**config.mk**
```make
export PLATFORM = sky130hd
export DESIGN_NAME = gf_mul_arbiter_8
export DESIGN_NICKNAME = d
export VERILOG_FILES = /design/src/rtl/gf_pkg.sv /design/src/rtl/gf_poly_mul_mastrovito_8.sv /design/src/rtl/gf_rr_arbiter.sv /design/src/rtl/gf_mul_arbiter_8.sv
export SDC_FILE = /design/constraint.sdc
export NUM_CORES = 1
export LEC_CHECK = 0
export ABC_CLOCK_PERIOD_IN_PS = 3600
export CORE_AREA = 2 2 98 100
export DETAILED_ROUTE_END_ITERATION = 12
export DIE_AREA = 0 0 100 102
export GPL_TIMING_DRIVEN = 0
export HOLD_SLACK_MARGIN = 0.03
export SYNTH_ARGS = -nofsm -noshare
export SYNTH_HDL_FRONTEND = slang
export SYNTH_SLANG_ARGS = --single-unit
export TNS_END_PERCENT = 30
```
**constraint.sdc**
```tcl
create_clock -name clk -period 3.6 [get_ports clk]
set_input_delay 0.36 -clock clk [delete_from_list [all_inputs] [get_ports clk]]
set_output_delay 0.36 -clock clk [all_outputs]
set_load 0.01 [all_outputs]
```
**src/rtl/gf_pkg.sv**
```systemverilog
// gf_pkg: shared GF(2^8) field constants for the RS/BCH codebase.
package gf_pkg;
    localparam int       GF_W       = 8;
    localparam logic [8:0] GF_POLY  = 9'h11D;
    localparam int       GF_MUL_LAT = 2;
endpackage

```
**src/rtl/gf_poly_mul_mastrovito_8.sv**
```systemverilog
// gf_poly_mul_mastrovito_8: combinational GF(2^8) multiplier, p = a*b mod GF_POLY.
module gf_poly_mul_mastrovito_8
    import gf_pkg::*;
(
    input  logic [GF_W-1:0] a,
    input  logic [GF_W-1:0] b,
    output logic [GF_W-1:0] p
);
    logic [GF_W-1:0] col [GF_W];
    // col[i] = a*x^i mod P; the product is the b-weighted XOR of these columns
    always_comb begin
        col[0] = a;
        for (int i = 1; i < GF_W; i++)
            col[i] = {col[i-1][GF_W-2:0], 1'b0} ^ (col[i-1][GF_W-1] ? GF_POLY[GF_W-1:0] : '0);
        p = '0;
        for (int i = 0; i < GF_W; i++)
            p = p ^ (b[i] ? col[i] : '0);
    end
endmodule

```
**src/rtl/gf_rr_arbiter.sv**
```systemverilog
// gf_rr_arbiter: round-robin search of valid starting at ptr, one-hot grant plus index.
module gf_rr_arbiter #(
    parameter int N_REQ = 4,
    parameter int ID_W  = 2
) (
    input  logic [N_REQ-1:0] valid,
    input  logic [ID_W-1:0]  ptr,
    output logic [N_REQ-1:0] grant,
    output logic [ID_W-1:0]  g
);
    logic            hit_hi;
    logic [ID_W-1:0] g_hi;
    logic [ID_W-1:0] g_lo;
    // lowest valid at or above ptr wins; otherwise wrap to the lowest valid overall
    always_comb begin
        hit_hi = 1'b0;
        g_hi   = '0;
        g_lo   = '0;
        for (int i = N_REQ - 1; i >= 0; i--) begin
            if (valid[i]) g_lo = ID_W'(i);
            if (valid[i] && ID_W'(i) >= ptr) begin
                g_hi   = ID_W'(i);
                hit_hi = 1'b1;
            end
        end
        g     = hit_hi ? g_hi : g_lo;
        grant = |valid ? (N_REQ'(1) << g) : '0;
    end
endmodule

```
**src/rtl/gf_mul_arbiter_8.sv**
```systemverilog
// gf_mul_arbiter_8: shares one GF(2^8) multiplier among N_REQ requesters,
// round-robin issue, 2-cycle tagged pipeline, broadcast response bus.
module gf_mul_arbiter_8
    import gf_pkg::*;
#(
    parameter int N_REQ = 4,
    parameter int ID_W  = 2
) (
    input  logic                  clk,
    input  logic                  reset,
    input  logic [N_REQ-1:0]      req_valid,
    input  logic [GF_W*N_REQ-1:0] req_a,
    input  logic [GF_W*N_REQ-1:0] req_b,
    output logic [N_REQ-1:0]      req_ready,
    output logic                  rsp_valid,
    output logic [ID_W-1:0]       rsp_id,
    output logic [GF_W-1:0]       rsp_data,
    output logic [GF_MUL_LAT:0]   in_flight
);
    localparam int IF_W = GF_MUL_LAT + 1;

    logic [N_REQ-1:0] grant;
    logic [ID_W-1:0]  g, ptr_q, ptr_d, id1_q, id1_d, rsp_id_q, rsp_id_d;
    logic [GF_W-1:0]  a_q, a_d, b_q, b_d, prod, rsp_data_q, rsp_data_d;
    logic             xfer, v1_q, v1_d, rsp_valid_q, rsp_valid_d;

    gf_rr_arbiter #(.N_REQ(N_REQ), .ID_W(ID_W)) u_arb (
        .valid (req_valid),
        .ptr   (ptr_q),
        .grant (grant),
        .g     (g)
    );

    gf_poly_mul_mastrovito_8 u_mul (
        .a (a_q),
        .b (b_q),
        .p (prod)
    );

    always_comb begin
        req_ready = reset ? '0 : grant;
        xfer      = |(req_valid & req_ready);
        ptr_d     = xfer ? ((g == ID_W'(N_REQ - 1)) ? '0 : g + 1'b1) : ptr_q;
        a_d       = a_q;
        b_d       = b_q;
        for (int i = 0; i < N_REQ; i++) begin
            if (req_ready[i]) begin
                a_d = req_a[i*GF_W +: GF_W];
                b_d = req_b[i*GF_W +: GF_W];
            end
        end
        v1_d        = xfer;
        id1_d       = xfer ? g : id1_q;
        rsp_valid_d = v1_q;
        rsp_id_d    = v1_q ? id1_q : rsp_id_q;
        rsp_data_d  = v1_q ? prod : rsp_data_q;
        rsp_valid   = rsp_valid_q;
        rsp_id      = rsp_id_q;
        rsp_data    = rsp_data_q;
        in_flight   = IF_W'(v1_q) + IF_W'(rsp_valid_q);
    end

    always_ff @(posedge clk) begin
        if (reset) begin
            ptr_q       <= '0;
            a_q         <= '0;
            b_q         <= '0;
            id1_q       <= '0;
            v1_q        <= 1'b0;
            rsp_valid_q <= 1'b0;
            rsp_id_q    <= '0;
            rsp_data_q  <= '0;
        end else begin
            ptr_q       <= ptr_d;
            a_q         <= a_d;
            b_q         <= b_d;
            id1_q       <= id1_d;
            v1_q        <= v1_d;
            rsp_valid_q <= rsp_valid_d;
            rsp_id_q    <= rsp_id_d;
            rsp_data_q  <= rsp_data_d;
        end
    end
endmodule
```
==> flow_summary.json, run 1 <==
{
  "run_status": "finished, final reports clean",
  "post_synth.cell_area_avg_sq_um": 7.10,
  "detailedPlacementHpwl_mm": 7.04,
  "timing_hold_violations_final": 0,
  "synthDominantAreaCellType": "sky130_fd_sc_hd__dfxtp_1",
  "grt_setup_unrepaired": "true",
  "ctsRootBufferMaster": "sky130_fd_sc_hd__clkbuf_8",
  "final.setup.worst_slack_ns": 0.0378,
  "unique_cell_type_count_in_the_yosys_netlist": 47,
  "synth_top_flop_cell": "sky130_fd_sc_hd__dfxtp_1",
  "clock-skew-final_ns": 0.00239,
  "power.density_nw_per_um2": 421,
  "critPathMaxFanout": 10,
  "timing.max_cap.violations": 0,
  "die-height_microns": 102,
  "drt_pass1_iterations": 4,
  "yosys-top-cells-area": "sky130_fd_sc_hd__dfxtp_1, sky130_fd_sc_hd__xnor2_1, sky130_fd_sc_hd__nand2_1",
  "start_kind": "input pin",
  "worstPathArrival_ns": 3.20,
  "gpl.final_weighted_congestion": 0.898,
  "route.antenna.remaining_nets": 0,
  "cts-hold-fix-buffers": 0,
  "cpPeakStageDelay_ns": 0.53,
  "post_synth_inst_count": 436,
  "maximum_vdd_drop_v": 0.000118,
  "yosys.area.top_type_share_pct": 20.7,
  "ys_async_sr_fraction_pct": 0,
  "sw_frac_of_total_pct": 39.8,
  "dieWidth_microns": 100,
  "synth-edff-count": 0,
  "place_ws_ns": -0.320,
  "drt_drc_violations_left": 0,
  "numClockSinks": 32,
  "commonest_cells_after_routing_fill_and_taps_aside": "sky130_fd_sc_hd__clkdlybuf4s50_1, sky130_fd_sc_hd__nand2_1, sky130_fd_sc_hd__xnor2_1, sky130_fd_sc_hd__nor2_1, sky130_fd_sc_hd__a21oi_1",
  "clock_power_share_pct": 20.3,
  "portBuffers": 85,
  "hold_class": "register to register",
  "mappedNetlistArea_sq_um": 3100,
  "antenna_cells_inserted": 0,
  "core.rowCount": 35,
  "drive_above_1_share_pct": 6.82,
  "whs_path_depth": 2,
  "grt_pass1_wl_mm": 14.6,
  "tritoncts": "done",
  "start_util_pct": 34.0,
  "critical_path.reg2reg.endpoint": "b_q[4]",
  "timing.critical_path.slowest_stage_cell": "sky130_fd_sc_hd__clkdlybuf4s50_1",
  "grt_usage_pct": 17.8,
  "power_frac_seq_pct": 24.6,
  "kind_of_end_point_of_the_critical_path": "primary output",
  "reg2regPathDepth": 11,
  "viasPerCell": 4.93,
  "timing.hold.worst_endpoint": "rsp_data[4]",
  "fmax_ghz": 0.281,
  "max-slew-margin-rel_pct": 55.2,
  "detailedRoute.firstIterationViolations": 120,
  "synth_sequential_area_ratio_pct": 20.7,
  "timing_max_transition_violations_final": 0,
  "mostFrequentLayoutCell": "sky130_fd_sc_hd__clkdlybuf4s50_1",
  "clock_insertion_delay_worst_skew_ns": 0.29,
  "clock_tree.buffer_depth": 2,
  "worst_hold_path_startpoint": "rsp_data[4]",
  "power.leakage_nw": 1.54,
  "worstReg2RegStart": "ptr_q[0]",
  "core_area_sq_um": 9110,
  "hold_ws_ns": 0.478,
  "finalSetupViolCount": 0,
  "reg2reg_setup_slack_ns": 0.60,
  "min_period_over_period_pct": 99.0,
  "cp_data_required_time_ns": 3.24,
  "comb_power_share_pct": 55.2,
  "synthToLayoutAreaGrowth_pct": 36.1,
  "detailroute.via_count": 3149,
  "synth_seq_cells": 32,
  "first_global_vias": 3084,
  "intPower_mw": 1.07,
  "wirelength_mm": 8.74,
  "routed_length_per_placed_instance_microns": 13.7,
  "postSynthNetCount": 511,
  "grt_start_max_net_pins": 13,
  "timing.final.crit_period_ns": 3.56,
  "htree_levels": 2,
  "synth_warnings": 0,
  "fillCellCount": 974,
  "floorplan.die_area_sq_um": 10200,
  "utilization_pct": 46.2,
  "tightest_slew_ns": 0.665,
  "worstSetupPathType": "input pin to primary output",
  "timing.critical_path.cells": "clkdlybuf4s50_1 -> inv_1 -> nor2_1 -> a211o_1 -> a21oi_2 -> ha_1 -> clkbuf_1 -> clkbuf_1 -> and2_1 -> clkdlybuf4s50_1",
  "initial_antenna_violation_count": 0,
  "power_switching_uw": 706,
  "globalRouteOverflowTotal": 0,
  "ioPinCount": 88,
  "numCtsBuffers": 5,
  "cts.reportedPaths.clkPinSlew_ns": 0.07,
  "finalNetCount": 602
}
-- worst max path at each step --
stage / end / slack [ns] / cells after the start / start
detailed placement: b_q[7] / -0.32 / 12 / req_valid[0]
floorplan: b_q[5] / 0.86 / 11 / req_valid[0]
global route: req_ready[3] / -0.12 / 10 / req_valid[0]
global placement: b_q[0] / -0.26 / 12 / req_valid[0]
finish: req_ready[3] / 0.04 / 10 / req_valid[0]
CTS: req_ready[3] / 0.09 / 10 / req_valid[0]
-- synth_stat cells, types with 4 or more instances --
library cell,number
sky130_fd_sc_hd__o22ai_1,4
sky130_fd_sc_hd__clkbuf_1,24
sky130_fd_sc_hd__nand2_1,70
sky130_fd_sc_hd__o21ai_0,4
sky130_fd_sc_hd__nand2b_1,6
sky130_fd_sc_hd__and2_1,4
sky130_fd_sc_hd__ha_1,5
sky130_fd_sc_hd__a21oi_1,46
sky130_fd_sc_hd__a22oi_1,6
sky130_fd_sc_hd__buf_2,6
sky130_fd_sc_hd__a211oi_1,17
sky130_fd_sc_hd__xnor2_1,55
sky130_fd_sc_hd__dfxtp_1,32
sky130_fd_sc_hd__nor2_1,50
sky130_fd_sc_hd__inv_1,26
sky130_fd_sc_hd__mux2i_1,6
sky130_fd_sc_hd__a221oi_1,14
sky130_fd_sc_hd__nor2b_1,4
sky130_fd_sc_hd__xor2_1,16
-- worst max-delay path: cells and delay by family --
family | cells | cell delay, ns
buffers and inverters | 5 | 1.79
AOI/OAI and AO/OA | 2 | 0.59
and+or+nand+nor | 2 | 0.25
adders and majority gates | 1 | 0.20
-- cell type report --
class | instances | area (sq um) | area share [%]
Multi-Input combinational cell | 340 | 2180 | 51.9
Timing Repair Buffer | 85 | 851 | 20.2
Sequential cell | 32 | 641 | 15.2
Buffer | 37 | 184 | 4.37
Tap cell | 111 | 139 | 3.30
Inverter | 26 | 97.6 | 2.32
Clock buffer | 5 | 68.8 | 1.63
Clock inverter | 3 | 46.3 | 1.10
-- through the flow --
stage                     setup TNS [ns]  power (mW)  instances  area (sq um)
final                                  0        1.77        639          4210
after global routing              -0.165        1.91        639          4210
after CTS                              0        1.79        640          4210
after detailed placement           -3.50        1.42        632          4090
after global placement             -2.59        1.40        632          4090
after floorplan                        0        1.14        436          3100
-- power by group through the flow --
| stage | clock network [mW] | registers [mW] | logic [mW] |
|---|---|---|---|
| finish | 0.359 | 0.436 | 0.978 |
| global route | 0.382 | 0.442 | 1.09 |
| CTS | 0.369 | 0.436 | 0.979 |
| detailed placement | 0 | 0.444 | 0.975 |
| global placement | 0 | 0.443 | 0.959 |
| floorplan | 0 | 0.444 | 0.698 |
-- sequential cells by signal, summed over array words and instances, names as in the netlist --
register / count
a_q: 8
b_q: 8
rsp_data: 8
id1_q: 2
ptr_q: 2
rsp_id: 2
rsp_valid: 1
rsp_valid_d: 1
-- timing repair --
action | 4_1_cts | 5_1_grt
buffers inserted | 0 | 0
setup endpoints to repair | 3 | 14
cloned | 0 | 0
gates resized for setup | 2 | 5
-- routing by layer --
layer | vias to the layer above | GRT usage [%] | share of wire, %
met3 | 7 | 3.90 | 7.0
met5 | - | 0 | 0
li1 | 1633 | - | -
met2 | 107 | 32.6 | 48
met1 | 1402 | 21.4 | 45
met4 | 0 | 4.00 | 0.78
-- cells by family (layout without fill, tap and decap cells) --
family | count (synthesis) | in the layout | synth area share (%)
XOR/XNOR | 77 | 77 | 24.0
AND/OR/NAND/NOR | 148 | 148 | 20.3
other | 1 | 1 | 0.121
adder cells (fa/ha/maj) | 5 | 5 | 2.02
flip-flops | 32 | 32 | 20.7
buffers and inverters | 64 | 156 | 9.09
AO/OA/AOI/OAI | 102 | 102 | 21.5
multiplexers | 7 | 7 | 2.30
(Power assumes the default switching activity.)
==> run 2: changes to the inputs <==
ABC_AREA = 1   (was not set)
CORE_AREA = 2 2 104 106   (was 2 2 98 100)
DIE_AREA = 0 0 106 108   (was 0 0 100 102)
SLEW_MARGIN = 10   (was not set)
==> run 2 against run 1 <==
Net effect:
- non-clock buffer count is 10 lower
- maximum frequency is 6.7% higher
- synthesized cell count is 41% higher
- clock skew is 0.011 ns higher
- sequential share of layout area is 1.5 points lower
- worst setup slack better by 0.22 ns
- hold slack worse by 0.19 ns
- critical path type unchanged
- largest cell class unchanged
- largest power group unchanged
==> flow_summary.json, run 2 <==
{
  "mostFrequentLayoutCell": "sky130_fd_sc_hd__nand2_1",
  "power.density_nw_per_um2": 537,
  "mappedNetlistArea_sq_um": 3520,
  "route.antenna.remaining_nets": 0,
  "gpl.final_weighted_congestion": 0.892,
  "post_synth_inst_count": 615,
  "hold_ws_ns": 0.288,
  "timing.max_cap.violations": 0,
  "core_area_sq_um": 10200,
  "critPathMaxFanout": 10,
  "ioPinCount": 88,
  "dieWidth_microns": 106,
  "yosys.area.top_type_share_pct": 20.8,
  "fillCellCount": 1104,
  "finalNetCount": 783,
  "synth_seq_cells": 32,
  "setup_tns_ns": 0,
  "min_period_over_period_pct": 92.7,
  "numCtsBuffers": 5,
  "timing_hold_violations_final": 0,
  "synth-edff-count": 0,
  "synthToLayoutAreaGrowth_pct": 32.8,
  "multi_input_area_sq_um": 2440,
  "whs_path_depth": 2,
  "grt_pass1_wl_mm": 18.4,
  "core.rowCount": 37,
  "floorplan.die_area_sq_um": 11400,
  "reg2regPathDepth": 11,
  "tritoncts": "done",
  "detailedPlacementHpwl_mm": 8.83,
  "detailroute.via_count": 4070,
  "post-synth-top-count-cell": "sky130_fd_sc_hd__nand2_1",
  "timing_max_transition_violations_final": 0,
  "clock_tree.buffer_depth": 2,
  "timing.final.crit_period_ns": 3.34,
  "layout.area.seq_sq_um": 641,
  "post_synth.cell_area_avg_sq_um": 5.72,
  "numClockSinks": 32,
  "hold_class": "input pin to register",
  "total_power_mw": 2.51,
  "start_kind": "input pin",
  "maximum_vdd_drop_v": 0.000204,
  "finalSetupViolCount": 0,
  "die-height_microns": 108,
  "globalRouteOverflowTotal": 0,
  "worstSetupPathType": "input pin to primary output",
  "synthDominantAreaCellType": "sky130_fd_sc_hd__nand2_1",
  "synth_commonest_cells": "sky130_fd_sc_hd__nand2_1, sky130_fd_sc_hd__inv_1, sky130_fd_sc_hd__nand3_1, sky130_fd_sc_hd__nor2_1, sky130_fd_sc_hd__o21ai_0",
  "grt_setup_unrepaired": "false",
  "cp_data_required_time_ns": 3.24,
  "htree_levels": 2,
  "antenna_cells_inserted": 0,
  "fmax_ghz": 0.300,
  "kind_of_end_point_of_the_critical_path": "primary output",
  "detailedRoute.firstIterationViolations": 166,
  "grt_start_max_net_pins": 13,
  "ys_async_sr_fraction_pct": 0,
  "power.leakage_nw": 2.21,
  "postSynthNetCount": 690,
  "drt_drc_violations_left": 0,
  "initial_antenna_violation_count": 0,
  "unique_cell_type_count_in_the_yosys_netlist": 36,
  "viasPerCell": 4.82,
  "cts.reportedPaths.clkPinSlew_ns": 0.08,
  "drt_pass1_iterations": 4,
  "drive_above_1_share_pct": 11.4,
  "clock-skew-final_ns": 0.0131,
  "wirelength_mm": 10.9,
  "synth_warnings": 0,
  "synth_top_flop_cell": "sky130_fd_sc_hd__dfxtp_1",
  "synth_sequential_area_ratio_pct": 18.2,
  "ctsRootBufferMaster": "sky130_fd_sc_hd__clkbuf_8",
  "commonest_cells_after_routing_fill_and_taps_aside": "sky130_fd_sc_hd__nand2_1, sky130_fd_sc_hd__clkdlybuf4s50_1, sky130_fd_sc_hd__inv_1, sky130_fd_sc_hd__nor2_1, sky130_fd_sc_hd__nand3_1",
  "portBuffers": 85,
  "run_status": "finished, final reports clean",
  "first_global_vias": 4015,
  "grt_usage_pct": 19.8,
  "clock_insertion_delay_worst_skew_ns": 0.29,
  "yosys-top-cells-area": "sky130_fd_sc_hd__nand2_1, sky130_fd_sc_hd__dfxtp_1, sky130_fd_sc_hd__nand3_1",
  "routed_length_per_placed_instance_microns": 12.9,
  "worstPathArrival_ns": 2.98,
  "start_util_pct": 34.4
}
## run 2: cell type report
cell class | instances | area share [%]
inverter | 74 | 5.94
tap | 136 | 3.64
clock buffer | 5 | 1.47
clock inverter | 3 | 0.991
buffer | 26 | 3.75
sequential | 32 | 13.7
timing repair buffer | 86 | 18.4
multi-input combinational | 483 | 52.1
## run 2: through the flow
| step | setup WS, ns | instances | cell area, sq um | util (%) |
|---|---|---|---|---|
| floorplan | 1.21 | 615 | 3520 | - |
| global placement | 0.00125 | 836 | 4540 | 44.4 |
| detailed placement | -0.0346 | 836 | 4540 | 44.4 |
| CTS | 0.0699 | 844 | 4660 | 45.6 |
| global route | 0.0557 | 845 | 4670 | 45.7 |
| finish | 0.262 | 845 | 4670 | 45.7 |
## run 2: worst paths after layout
path	start	to	slack, ns
worst min register to register	id1_q[0]	id1_q[0]	0.48
worst min-delay path	reset	rsp_valid	0.29
worst max register to register	ptr_q[1]	a_q[4]	0.96
worst max-delay path	req_valid[0]	req_ready[1]	0.26
## run 2: repair_timing
action | 4_1_cts | 5_1_grt
setup endpoints to repair | 2 | 2
endpoints found under the hold margin | 0 | 0
gates resized for setup | 1 | 1
pin swaps | 0 | 1
hold buffers | 0 | 0
setup buffers | 0 | 1
## run 2: kinds of logic (layout without fill, tap and decap cells)
logic type / count (synthesis) / count (layout) / share of synthesized area [%]
adders and majority gates: 5 / 5 / 1.78
AOI/OAI and AO/OA: 93 / 93 / 14.7
and+or+nand+nor: 358 / 358 / 45.4
DFF: 32 / 32 / 18.2
other: 1 / 1 / 0.107
xor gates and xnor gates: 26 / 26 / 6.90
buffers and inverters: 100 / 194 / 12.9
## run 2: routing by layer
metal,up-vias,track usage [%],share of wire (%),wire (microns)
met4,0,7.14,2.7,297
met3,20,3.86,6.0,652
met1,1796,23.9,45,4840
met2,121,35.1,47,5080
met5,-,0,0,0
li1,2133,-,-,-
## run 2: critical path: stages
cell                              delay, ns
sky130_fd_sc_hd__clkdlybuf4s50_1       0.50
sky130_fd_sc_hd__inv_1                 0.08
sky130_fd_sc_hd__nor3_2                0.19
sky130_fd_sc_hd__nor2_1                0.09
sky130_fd_sc_hd__a221oi_2              0.33
sky130_fd_sc_hd__ha_1                  0.22
sky130_fd_sc_hd__nand3_2               0.18
sky130_fd_sc_hd__inv_1                 0.24
sky130_fd_sc_hd__buf_4                 0.22
sky130_fd_sc_hd__clkdlybuf4s50_1       0.56
## run 2: report_power, final
part           switching (mW)  internal (mW)  leakage (nW)
registers              0.0711          0.434         0.264
logic                    1.01          0.626          1.89
clock network           0.158          0.209        0.0548
